`src/rtl/ctrl_pkg.sv`:
```
// ctrl_pkg: shared definitions for the Mini SRC hardwired control unit.
//   - 5-bit instruction opcodes (IR[31:27]) and the ALU operation codes driven on `opcode`
//   - 4-bit sequencer state encoding
//   - opcode class used to pick the T3..T7 strobes
package ctrl_pkg;

    // Instruction opcodes
    localparam logic [4:0] OpLd   = 5'b00000;
    localparam logic [4:0] OpLdi  = 5'b00001;
    localparam logic [4:0] OpSt   = 5'b00010;
    localparam logic [4:0] OpAdd  = 5'b00011;
    localparam logic [4:0] OpSub  = 5'b00100;
    localparam logic [4:0] OpAnd  = 5'b00101;
    localparam logic [4:0] OpOr   = 5'b00110;
    localparam logic [4:0] OpShr  = 5'b00111;
    localparam logic [4:0] OpShl  = 5'b01000;
    localparam logic [4:0] OpRor  = 5'b01001;
    localparam logic [4:0] OpRol  = 5'b01010;
    localparam logic [4:0] OpAddi = 5'b01100;
    localparam logic [4:0] OpAndi = 5'b01101;
    localparam logic [4:0] OpOri  = 5'b01110;
    localparam logic [4:0] OpNop  = 5'b11010;
    localparam logic [4:0] OpHalt = 5'b11011;

    // ALU operation select; register-form ALU ops use their own opcode value
    localparam logic [4:0] AluNone = 5'b00000;
    localparam logic [4:0] AluAdd  = OpAdd;
    localparam logic [4:0] AluAnd  = OpAnd;
    localparam logic [4:0] AluOr   = OpOr;

    typedef enum logic [3:0] {
        StReset = 4'd0,
        StT0    = 4'd1,
        StT1    = 4'd2,
        StT1W   = 4'd3,
        StT2    = 4'd4,
        StT3    = 4'd5,
        StT4    = 4'd6,
        StT5    = 4'd7,
        StT6    = 4'd8,
        StT6S   = 4'd9,
        StT7    = 4'd10,
        StHalt  = 4'd11
    } state_e;

    typedef enum logic [2:0] {
        ClsAluR,
        ClsAluI,
        ClsLd,
        ClsLdi,
        ClsSt,
        ClsNop,
        ClsHalt,
        ClsIllegal
    } cls_e;

    // Classes that continue past T5 into a memory data phase
    function automatic logic is_mem_class(cls_e c);
        return (c == ClsLd) || (c == ClsSt);
    endfunction

endpackage

```
`src/rtl/ctrl_decode.sv`:
```
// ctrl_decode: combinational opcode decoder.
//   op_field  in  5  IR[31:27]
//   cls       out    opcode class (ClsIllegal for unassigned codes)
//   alu_op    out 5  ALU operation to use in T4 (immediates mapped, memory ops use add)
module ctrl_decode
    import ctrl_pkg::*;
(
    input  logic [4:0] op_field,
    output cls_e       cls,
    output logic [4:0] alu_op
);

    always_comb begin
        cls    = ClsIllegal;
        alu_op = AluNone;
        case (op_field)
            OpLd:  begin cls = ClsLd;  alu_op = AluAdd; end
            OpLdi: begin cls = ClsLdi; alu_op = AluAdd; end
            OpSt:  begin cls = ClsSt;  alu_op = AluAdd; end
            OpAdd, OpSub, OpAnd, OpOr, OpShr, OpShl, OpRor, OpRol: begin
                cls    = ClsAluR;
                alu_op = op_field;
            end
            OpAddi: begin cls = ClsAluI; alu_op = AluAdd; end
            OpAndi: begin cls = ClsAluI; alu_op = AluAnd; end
            OpOri:  begin cls = ClsAluI; alu_op = AluOr;  end
            OpNop:  cls = ClsNop;
            OpHalt: cls = ClsHalt;
            default: cls = ClsIllegal;
        endcase
    end

endmodule

```
`src/rtl/ctrl_sequencer.sv`:
```
// ctrl_sequencer: hardwired Moore control unit for the Mini SRC datapath.
//   Clock, clear         clock and asynchronous active-high reset
//   IR                   instruction register (opcode in the top 5 bits)
//   memory_done          memory handshake, stretches T1W/T6/T6S
//   PCout..BAout         datapath strobes
//   Gra/Grb/Grc/Rin/Rout register select and enables
//   opcode               ALU operation, nonzero only in T4
//   Mem_*                memory controls
//   run                  high while sequencing (not RESET/HALT)
//   mem_fault            sticky memory-timeout flag
module ctrl_sequencer
    import ctrl_pkg::*;
#(
    parameter int unsigned DATA_WIDTH  = 32,
    parameter int unsigned MEM_TIMEOUT = 15
) (
    input  logic                  Clock,
    input  logic                  clear,
    input  logic [DATA_WIDTH-1:0] IR,
    input  logic                  memory_done,
    output logic PCout, IncPC, MARin, Zin, Zlo_out, PCin,
    output logic MDRin, MDRout, IRin, Yin, Cout, BAout,
    output logic Gra, Grb, Grc, Rin, Rout,
    output logic [4:0] opcode,
    output logic Mem_Read, Mem_Write, Mem_enable512x32,
    output logic run,
    output logic mem_fault
);

    localparam int unsigned CntW = (MEM_TIMEOUT > 1) ? $clog2(MEM_TIMEOUT + 1) : 1;
    localparam logic [CntW-1:0] TimeoutVal = CntW'(MEM_TIMEOUT);

    state_e          state_q, state_d;
    cls_e            cls_q, cls_d, dec_cls;
    logic [4:0]      alu_op_q, alu_op_d, dec_alu_op;
    logic [CntW-1:0] wait_cnt_q, wait_cnt_d;
    logic            mem_fault_q, mem_fault_d;
    logic            waiting;

    logic unused_ir;
    assign unused_ir = ^IR[DATA_WIDTH-6:0];

    ctrl_decode u_decode (
        .op_field (IR[DATA_WIDTH-1 -: 5]),
        .cls      (dec_cls),
        .alu_op   (dec_alu_op)
    );

    always_ff @(posedge Clock or posedge clear) begin
        if (clear) begin
            state_q     <= StReset;
            cls_q       <= ClsNop;
            alu_op_q    <= AluNone;
            wait_cnt_q  <= '0;
            mem_fault_q <= 1'b0;
        end else begin
            state_q     <= state_d;
            cls_q       <= cls_d;
            alu_op_q    <= alu_op_d;
            wait_cnt_q  <= wait_cnt_d;
            mem_fault_q <= mem_fault_d;
        end
    end

    // Next state. wait_cnt defaults to 0 so any state change (entry, memory_done) clears it.
    always_comb begin
        state_d     = state_q;
        cls_d       = cls_q;
        alu_op_d    = alu_op_q;
        wait_cnt_d  = '0;
        mem_fault_d = mem_fault_q;
        waiting     = 1'b0;
        unique case (state_q)
            StReset: state_d = StT0;
            StT0:    state_d = StT1;
            StT1:    state_d = memory_done ? StT2 : StT1W;
            StT1W: begin
                if (memory_done) state_d = StT2;
                else             waiting = 1'b1;
            end
            StT2: begin
                state_d  = StT3;
                cls_d    = dec_cls;
                alu_op_d = dec_alu_op;
            end
            StT3: begin
                case (cls_q)
                    ClsNop:              state_d = StT0;
                    ClsHalt, ClsIllegal: state_d = StHalt;
                    default:             state_d = StT4;
                endcase
            end
            StT4: state_d = StT5;
            StT5: state_d = is_mem_class(cls_q) ? StT6 : StT0;
            StT6: begin
                // st uses T6 only to put the source register on MDR; no handshake here
                if (cls_q == ClsSt)   state_d = StT6S;
                else if (memory_done) state_d = StT7;
                else                  waiting = 1'b1;
            end
            StT6S: begin
                if (memory_done) state_d = StT0;
                else             waiting = 1'b1;
            end
            StT7:    state_d = StT0;
            StHalt:  state_d = StHalt;
            default: state_d = StReset;
        endcase

        if (waiting && (MEM_TIMEOUT != 0)) begin
            wait_cnt_d = wait_cnt_q + CntW'(1);
            if (wait_cnt_d == TimeoutVal) begin
                wait_cnt_d  = '0;
                mem_fault_d = 1'b1;
                state_d     = StHalt;
            end
        end
    end

    // Moore output decode from registered state and latched class only.
    always_comb begin
        {PCout, IncPC, MARin, Zin, Zlo_out, PCin} = '0;
        {MDRin, MDRout, IRin, Yin, Cout, BAout}   = '0;
        {Gra, Grb, Grc, Rin, Rout}                = '0;
        {Mem_Read, Mem_Write, Mem_enable512x32}   = '0;
        opcode    = AluNone;
        run       = (state_q != StReset) && (state_q != StHalt);
        mem_fault = mem_fault_q;
        unique case (state_q)
            StT0: {PCout, IncPC, MARin, Zin} = '1;
            StT1: {Zlo_out, PCin, MDRin, Mem_Read, Mem_enable512x32} = '1;
            StT1W: {MDRin, Mem_Read, Mem_enable512x32} = '1;
            StT2: {MDRout, IRin} = '1;
            StT3: begin
                case (cls_q)
                    ClsAluR, ClsAluI:    {Grb, Rout, Yin} = '1;
                    ClsLd, ClsLdi, ClsSt: {Grb, BAout, Yin} = '1;
                    default: ;
                endcase
            end
            StT4: begin
                opcode = alu_op_q;
                if (cls_q == ClsAluR) {Grc, Rout, Zin} = '1;
                else                  {Cout, Zin} = '1;
            end
            StT5: begin
                if (is_mem_class(cls_q)) {Zlo_out, MARin} = '1;
                else                     {Zlo_out, Gra, Rin} = '1;
            end
            StT6: begin
                // Mem_Read low steers the MDR input mux to the bus for st
                if (cls_q == ClsSt) {Gra, Rout, MDRin} = '1;
                else                {MDRin, Mem_Read, Mem_enable512x32} = '1;
            end
            StT6S: {Mem_Write, Mem_enable512x32} = '1;
            StT7: {MDRout, Gra, Rin} = '1;
            default: ;
        endcase
    end

endmodule

```
`config.mk`:
```
export PLATFORM = sky130hd
export DESIGN_NAME = ctrl_sequencer
export DESIGN_NICKNAME = d
export VERILOG_FILES = /design/src/rtl/ctrl_pkg.sv /design/src/rtl/ctrl_decode.sv /design/src/rtl/ctrl_sequencer.sv
export SDC_FILE = /design/constraint.sdc
export NUM_CORES = 1
export LEC_CHECK = 0
export ABC_CLOCK_PERIOD_IN_PS = 3100
export CAP_MARGIN = 15
export CORE_MARGIN = 1.5
export CORE_UTILIZATION = 45
export CTS_CLUSTER_DIAMETER = 80
export CTS_CLUSTER_SIZE = 30
export DETAILED_ROUTE_END_ITERATION = 7
export PLACE_DENSITY = 0.95
export SLEW_MARGIN = 20
export SYNTH_ARGS = -nofsm -noshare
export SYNTH_HDL_FRONTEND = slang
export SYNTH_SLANG_ARGS = --single-unit
```
`constraint.sdc`:
```
create_clock -name Clock -period 3.1 [get_ports Clock]
set_input_delay 0.62 -clock Clock [delete_from_list [all_inputs] [get_ports Clock]]
set_output_delay 0.62 -clock Clock [all_outputs]
set_load 0.1 [all_outputs]
```
==> results.json <==
{
  "ys_warn_count": 0,
  "cp.arrival_ns": 2.14,
  "wl_um": 3230,
  "tightest_slew_ns": 0.640,
  "io_buffers": 34,
  "status": "finished, final reports clean",
  "die_area_um2": 3460,
  "die_y_um": 58.8,
  "num_rows": 20,
  "hpwlAfterDp_um": 2400,
  "yosysUniqueCellTypes": 52,
  "nets": 241,
  "cts_tree": "yes",
  "clockBufferDepth": 2,
  "die_x_um": 58.8,
  "muxShareOfSynthArea_pct": 0.804,
  "synth_adder_area_share_pct": 1.79,
  "critPathRequiredTime_ns": 2.48,
  "synth_xor_xnor_area_share_pct": 3.13,
  "yosysSeqAreaShare_pct": 30.5,
  "grt-ovfl-total": 0,
  "place_congestion": 0.844,
  "critPathMaxFanout": 18,
  "grt_pass1_wl_um": 5360,
  "synth_nets": 218,
  "syn_area_um2": 1400,
  "avgViaCountPerCell": 5.86,
  "htreeDepth": 1,
  "synth_edf_count": 0,
  "hold_class": "reg2reg",
  "postCtsSetupBuffers": 0,
  "layout_worst_path_cycle_share_pct": 88.9,
  "dr.pass1.iters": 4,
  "clk_pin_slew_ns": 0.09,
  "final-setup-viol-count": 0,
  "synth-simple-area-share_pct": 34.2,
  "clock_sinks": 17,
  "synth-async-reset-ratio_pct": 100,
  "startpoint_type": "register",
  "slew_violations": 0,
  "rsz0062_at_grt": "false",
  "path_class": "reg2out",
  "drive_gt1_share_pct": 21.7,
  "drv_cap": 0,
  "final_core_util_pct": 60.2,
  "track_usage_pct": 19.9,
  "cts-resized-gates": 0,
  "synth-main-ff-cell": "dfrtp_1",
  "fin_crit_ns": 2.76,
  "start_util_pct": 46.7,
  "critical_path.endpoint_type": "output pin",
  "finalHoldViolations": 0,
  "clkLatencyLatePin_ns": 0.29,
  "wl_per_cell_um": 13.7,
  "antenna_left": 0,
  "diodes": 0,
  "syn2layout_area_growth_pct": 28.9,
  "hold_buffers": 0,
  "syn_inst": 181,
  "num_vias": 1382,
  "fin_worst_skew_ns": 0.00134,
  "numCtsBuffers": 3,
  "drc": 0,
  "synth_compound_area_share_pct": 21.3,
  "cts_root_buffer": "clkbuf_4",
  "core_um2": 3000,
  "ios": 62,
  "synth.avg_cell_area_um2": 7.74,
  "drt-initial-drc-count": 33,
  "antenna_found_initial": 0,
  "grt_pass1_vias": 1232,
  "grt_max_degree": 19,
  "synth_top_family_by_area": "simple AND/OR/NAND/NOR gates",
  "synth-seq-cells": 17,
  "relSlewSlack_pct": 57.3,
  "fmax_mhz": 363
}
==> cell usage after synthesis, types with 2 or more instances <==
library cell	n	share of area [%]
and2_1	2	0.89
nand4b_1	3	1.9
ha_1	2	1.8
o21ai_0	12	4.3
buf_2	2	0.71
xnor2_1	2	1.3
clkbuf_1	12	3.2
inv_1	8	2.1
nand3_1	3	1.1
nand2b_1	8	3.6
nor2b_1	6	2.7
buf_4	2	1.1
dfrtp_1	15	27
and3_1	6	2.7
nor2_1	20	5.4
or3_1	4	1.8
dfstp_2	2	3.7
a31oi_1	3	1.3
o21bai_1	2	1.1
a22oi_1	2	1.1
nand3b_1	2	1.1
nor3_1	7	2.5
nand2_1	12	3.2
a21oi_1	13	4.6
o41ai_1	2	1.3
xor2_1	3	1.9
==> path summary, 6_finish.rpt <==
path	slack [ns]	depth (start not counted)	to	start
worst min register to register	0.48	2	alu_op_q[0]	alu_op_q[0]
min in group asynchronous	0.71	2	mem_fault	clear
max in group asynchronous	1.99	2	cls_q[1]	clear
worst min-delay path	0.48	2	alu_op_q[0]	alu_op_q[0]
worst max register to register	1.11	4	wait_cnt_q[2]	state_q[0]
worst max-delay path	0.34	4	Mem_Read	state_q[0]
==> cells in the final DEF (no fill, tap or decap), types with 4 or more instances in the layout <==
cell / netlist / layout
nor2_1: 20 / 20
buf_4: 2 / 20
dfrtp_1: 15 / 15
a21oi_1: 13 / 13
nand2_1: 12 / 12
o21ai_0: 12 / 10
buf_12: 0 / 9
inv_1: 8 / 8
nand2b_1: 8 / 8
clkdlybuf4s50_1: 0 / 7
nor2b_1: 6 / 6
and3_1: 6 / 6
or3_1: 4 / 4
nor3_1: 7 / 4
==> per-stage QoR <==
stage                     worst slack, ns  cell area (um^2)  std cells  hold WS, ns  TNS (ns)
after detailed placement            0.673              1780        232        0.461         0
after global placement              0.684              1780        232        0.453         0
after floorplan                   -0.0461              1420        181        0.435   -0.0461
final                               0.344              1810        236        0.481         0
after CTS                           0.349              1810        236        0.486         0
after global routing                0.210              1810        236        0.507         0
==> metal layers <==
| metal | GRT usage [%] | wire [um] |
|---|---|---|
| met1 | 24.8 | 1360 |
| met2 | 35.2 | 1670 |
| met3 | 5.27 | 183 |
| met4 | 2.92 | 18 |
| met5 | 0 | 0 |
==> flip-flops by register name, summed over array words and instances (netlist names) <==
name and count:
cls_q 3, alu_op_q 5, state_q 4, mem_fault 1, wait_cnt_q 4
==> cell families after synthesis <==
logic type	after synthesis
multiplexers	1
AND/OR/NAND/NOR	85
AO/OA/AOI/OAI	45
buffers and inverters	26
flip-flops	17
adder cells (fa/ha/maj)	2
XOR/XNOR	5
==> critical path, cell delays in order (launching register included) <==
cell and delay, ns:
dfrtp_1 0.58, or4b_4 0.62, or2_4 0.27, o21ai_1 0.16, buf_12 0.21
==> layout make-up <==
class	count	area, um^2
clock buffers	4	26.3
fillers	253	1200
inverters	8	30.0
multi-input cells	138	881
flip-flops and latches	17	428
well taps	33	41.3
repair buffers	36	400
Power is left out: the tool's default activity adds up to more than one toggle a clock period on the data nets, which glitch-free logic cannot reach.
==> RTL edit 1, RTL diff (same flow settings) <==
The parameter `MEM_TIMEOUT` goes from 15 to 30.
--- a/src/rtl/ctrl_sequencer.sv
+++ b/src/rtl/ctrl_sequencer.sv
@@ -13,5 +13,5 @@
 #(
     parameter int unsigned DATA_WIDTH  = 32,
-    parameter int unsigned MEM_TIMEOUT = 15
+    parameter int unsigned MEM_TIMEOUT = 30
 ) (
     input  logic                  Clock,
Formal check against the unedited RTL: same outputs for any inputs over 10 cycles, from zero or initial values; that may be too few to reach the edited logic, so the function may still have changed.
==> RTL edit 1 against the unedited design <==
- global-route usage is 0.83 points lower
- maximum frequency down 1.6%
- final area increased by 6.9%
- sequential share of layout area down 0.22 points
- wire length is 1.5% lower
- sequential cell count rose by 1
- synthesized area rose by 3.3%
- setup slack lost 0.045 ns
- synthesized cell count increased by 0.55%
- highest routed layer unchanged
Power is not shown: default switching activity piles up to over one toggle a cycle in this logic, so the estimate is an artifact.
==> RTL edit 1: results (changes against the unedited design) <==
[critical_path]
critPathMaxStageDelay_ns=0.71  ; +0.09 ns
slowest_stage=dfrtp_1
crit_fanout=17  ; -1

[place]
routabilityCongestion=0.9350  ; +11%
pre_cts_ws_ns=0.6457  ; -0.02745 ns
dpl.hpwl_mm=2.398  ; about the same

[detailed_routing]
vias_per_cell=5.528  ; -5.6%
wl_per_cell_um=12.82  ; -6.3%
first_iter_violations=59  ; +79%
drt_wl_total_mm=3.179  ; -1.5%

[layout]
final_util_pct=63.24  ; +3.1 points
drive_gt1_share_pct=25.49  ; +3.8 points
clockNetworkAreaShare_pct=1.879  ; +0.43 points
reg_top3=alu_op_q (5), wait_cnt_q (5), state_q (4)
seq_area_share_pct=23.46  ; -0.22 points
multi_input_area_share_pct=47.57  ; -1.2 points
layout.nonclk_buf_share_pct=22.68  ; +0.52 points

[global_route]
grt.total_usage_pct=19.11  ; -0.83 points
grt_pass1_vias=1197  ; -2.8%
grt_pass1_wl_mm=5.264  ; -1.8%
grt_max_degree=23  ; +4

[timing]
relSlewSlack_pct=55.09  ; -2.2 points
finalClockSkew_ns=0.008193  ; +0.006850 ns

[synth]
netlist_top_cells_count=nor2_1, dfrtp_1, clkbuf_1, o21ai_0
synthTopCellsByArea=dfrtp_1, nor2_1, nand2b_1
seq_area_frac_synth_pct=31.29  ; +0.75 points
synth-compound-area-share_pct=23.34  ; +2.0 points
ys_types=50  ; -3.8%
synthCells=182  ; +0.55%
synth-xor-area-share_pct=4.235  ; +1.1 points

[outcome]
status=finished, final reports clean

==> RTL edit 1: final timing paths <==
check,from,to,slack (ns),cells after the start
setup / recovery,state_q[3]$_DFF_PP0_,Rout,0.30,5
hold / removal,alu_op_q[2]$_DFFE_PP0P_,alu_op_q[2]$_DFFE_PP0P_,0.48,1
setup reg to reg,state_q[3]$_DFF_PP0_,wait_cnt_q[2]$_DFF_PP0_,1.12,4
hold reg to reg,alu_op_q[2]$_DFFE_PP0P_,alu_op_q[2]$_DFFE_PP0P_,0.48,1
max in group asynchronous,clear,state_q[3]$_DFF_PP0_,1.96,2
min in group asynchronous,clear,wait_cnt_q[1]$_DFF_PP0_,0.71,2
==> RTL edit 1: per-layer routing <==
layer  track usage (%)  vias to the layer above  part of all wire [%]
met4             7.937                        0                  0.91
li1                  -                      684                     -
met3             2.597                        4                   3.7
met1             25.89                      645                    45
met2             30.59                       38                    50
met5                 0                        -                     0
==> RTL edit 2, RTL diff (config.mk and constraints unchanged) <==
Made on the original files. Add an input register stage for `IR` and `memory_done`, with the module's reset; this delays them by one clock.
--- a/src/rtl/ctrl_sequencer.sv
+++ b/src/rtl/ctrl_sequencer.sv
@@ -31,4 +31,17 @@
     localparam logic [CntW-1:0] TimeoutVal = CntW'(MEM_TIMEOUT);
 
+    logic [DATA_WIDTH-1:0] IR_q;
+    logic memory_done_q;
+
+    always_ff @(posedge Clock or posedge clear) begin
+        if (clear) begin
+            IR_q          <= '0;
+            memory_done_q <= '0;
+        end else begin
+            IR_q          <= IR;
+            memory_done_q <= memory_done;
+        end
+    end
+
     state_e          state_q, state_d;
     cls_e            cls_q, cls_d, dec_cls;
@@ -39,8 +52,8 @@
 
     logic unused_ir;
-    assign unused_ir = ^IR[DATA_WIDTH-6:0];
+    assign unused_ir = ^IR_q[DATA_WIDTH-6:0];
 
     ctrl_decode u_decode (
-        .op_field (IR[DATA_WIDTH-1 -: 5]),
+        .op_field (IR_q[DATA_WIDTH-1 -: 5]),
         .cls      (dec_cls),
         .alu_op   (dec_alu_op)
@@ -74,7 +87,7 @@
             StReset: state_d = StT0;
             StT0:    state_d = StT1;
-            StT1:    state_d = memory_done ? StT2 : StT1W;
+            StT1:    state_d = memory_done_q ? StT2 : StT1W;
             StT1W: begin
-                if (memory_done) state_d = StT2;
+                if (memory_done_q) state_d = StT2;
                 else             waiting = 1'b1;
             end
@@ -96,9 +109,9 @@
                 // st uses T6 only to put the source register on MDR; no handshake here
                 if (cls_q == ClsSt)   state_d = StT6S;
-                else if (memory_done) state_d = StT7;
+                else if (memory_done_q) state_d = StT7;
                 else                  waiting = 1'b1;
             end
             StT6S: begin
-                if (memory_done) state_d = StT0;
+                if (memory_done_q) state_d = StT0;
                 else             waiting = 1'b1;
             end
Formal check against the unedited RTL: not equivalent (a bounded check fails within 4 cycles, from zero or initial values).
==> RTL edit 2 against the unedited design <==
- sequential cell count rose by 6
- core utilization is 1.9 points higher
- setup slack got worse by 0.096 ns
- final area rose by 15%
- synthesized area rose by 12%
- critical path depth rose by 1
- register-to-register slack improved by 0.02 ns
- wire length is 5.9% higher
- first-iteration DRC count rose to 2.9 times the old value
- clock skew grew 0.0019 ns
- die area grew 11%
- sequential share of layout area is 4.2 points higher
==> RTL edit 2: results (changes against the unedited design) <==
[critical_path]
cp_data_arrival_time_ns=2.23  ; +0.09 ns
critPathMaxStageDelay_ns=0.75  ; +0.13 ns
rrSetupSlack_ns=1.13  ; +0.02 ns
crit_fanout=19  ; +1
cp-endpoint=Rout
r2r_end=cls_q[1]$_DFFE_PP0P_
slowest_stage=dfrtp_1
critPathTopFamily=flip-flops
r2r-start=state_q[0]$_DFF_PP0_

[clock_tree]
clk_latency_ns=0.31  ; +0.02 ns
cts_inserted_buffers=3  ; unchanged
path_clk_slew_ns=0.12  ; +0.03 ns

[layout]
nets=249  ; +3.3%
n_fill_cell=287  ; +13%
reg_top3=IR_q (5), alu_op_q (5)
drive_gt1_share_pct=21.80  ; +0.13 points
insertedDiodeCount=0  ; unchanged

[global_route]
overflow=0  ; unchanged
grt_max_degree=24  ; +5
grt.total_usage_pct=19.81  ; -0.13 points
grt_pass1_wl_mm=5.740  ; +7.1%

[place]
pre_cts_ws_ns=0.6431  ; -0.03007 ns
routabilityCongestion=0.9050  ; +7.3%
dpl.hpwl_mm=2.496  ; +4.1%

[synth]
ys_warn_count=0  ; unchanged
netlist_top_cells_count=dfrtp_1, nor2_1, nand2_1
syn-num-nets=225  ; +3.2%
synthTopCellsByArea=dfrtp_1, nor2_1, a21oi_1
seq_area_frac_synth_pct=36.81  ; +6.3 points
ys_types=46  ; -12%
synth_async_sr_flop_share_pct=100.0  ; unchanged

[timing]
finalClockSkew_ns=0.003234  ; +0.001892 ns
period_needed_ns=2.852  ; +0.09632 ns
worst_pin_slew_ns=0.8287  ; +0.1883 ns

[detailed_routing]
wl_met2_mm=1.718  ; +2.8%
wl_per_cell_um=13.31  ; -2.7%
highest-signal-layer=met4
dr.pass1.iters=4  ; unchanged
vias_per_cell=5.572  ; -4.8%
first_iter_violations=96  ; +190%
met1Wirelength_mm=1.485  ; +9.6%
wl_met3_um=178  ; -2.7%

[worst_hold_path]
worstHoldPathType=reg -> reg

[outcome]
status=finished, final reports clean

[power_and_ir_drop]
vdd_drop_max_mv=0.4922

-- RTL edit 2: changes by cell type in the layout (fill, tap and decap cells not counted), moves of 4 or more --
cell,before,now
and2_1,2,7
and3_1,6,1
buf_12,9,14
buf_4,20,15
dfrtp_1,15,21
or3_1,4,0
-- RTL edit 2: how the worst min path moves through the flow --
stage,startpoint,slack (ns),endpoint,cells past startpoint
floorplan,alu_op_q[3]$_DFFE_PP0P_,0.44,alu_op_q[3]$_DFFE_PP0P_,2
global placement,alu_op_q[2]$_DFFE_PP0P_,0.45,alu_op_q[2]$_DFFE_PP0P_,1
detailed placement,alu_op_q[3]$_DFFE_PP0P_,0.46,alu_op_q[3]$_DFFE_PP0P_,2
CTS,alu_op_q[2]$_DFFE_PP0P_,0.49,alu_op_q[2]$_DFFE_PP0P_,1
global route,alu_op_q[4]$_DFFE_PP0P_,0.51,alu_op_q[4]$_DFFE_PP0P_,1
finish,mem_fault$_DFFE_PP0P_,0.49,mem_fault$_DFFE_PP0P_,1
-- RTL edit 2: area by class of cell --
| class | instances | share of cell area, % |
|---|---|---|
| Inverter | 10 | 1.812 |
| Clock buffer | 3 | 1.087 |
| Clock inverter | 1 | 0.2415 |
| Sequential cell | 23 | 27.90 |
| Timing Repair Buffer | 36 | 22.34 |
| Tap cell | 46 | 2.778 |
| Multi-Input combinational cell | 138 | 43.84 |
-- RTL edit 2: stage by stage --
| step | util, % | power, mW | area (um^2) | std cells |
|---|---|---|---|---|
| after CTS | 62.09 | 2.387 | 2072 | 257 |
| after detailed placement | 61.27 | 2.249 | 2044 | 253 |
| after floorplan | - | 1.884 | 1620 | 188 |
| after global placement | 61.27 | 2.226 | 2044 | 253 |
| after global routing | 62.09 | 2.514 | 2072 | 257 |
| final | 62.09 | 2.384 | 2072 | 257 |
-- RTL edit 2: logic make-up after synthesis --
logic type | synth area share, %
xor gates and xnor gates | 2.789
AOI/OAI and AO/OA | 24.38
adders and majority gates | 1.593
buffers and inverters | 8.526
muxes | 1.434
and+or+nand+nor | 24.46
DFF | 36.81
-- RTL edit 2: power by group through the flow --
stage | registers (mW) | logic, mW | clock network, mW
floorplan | 0.410 | 1.47 | 0
CTS | 0.522 | 1.72 | 0.141
detailed placement | 0.529 | 1.72 | 0
finish | 0.528 | 1.72 | 0.136
global placement | 0.525 | 1.70 | 0
global route | 0.544 | 1.82 | 0.153
-- RTL edit 2: per-layer routing --
layer	up-vias	global-route usage (%)
met3	6	2.899
met4	0	8.207
li1	706	-
met1	666	25.63
met5	-	0
met2	54	33.18
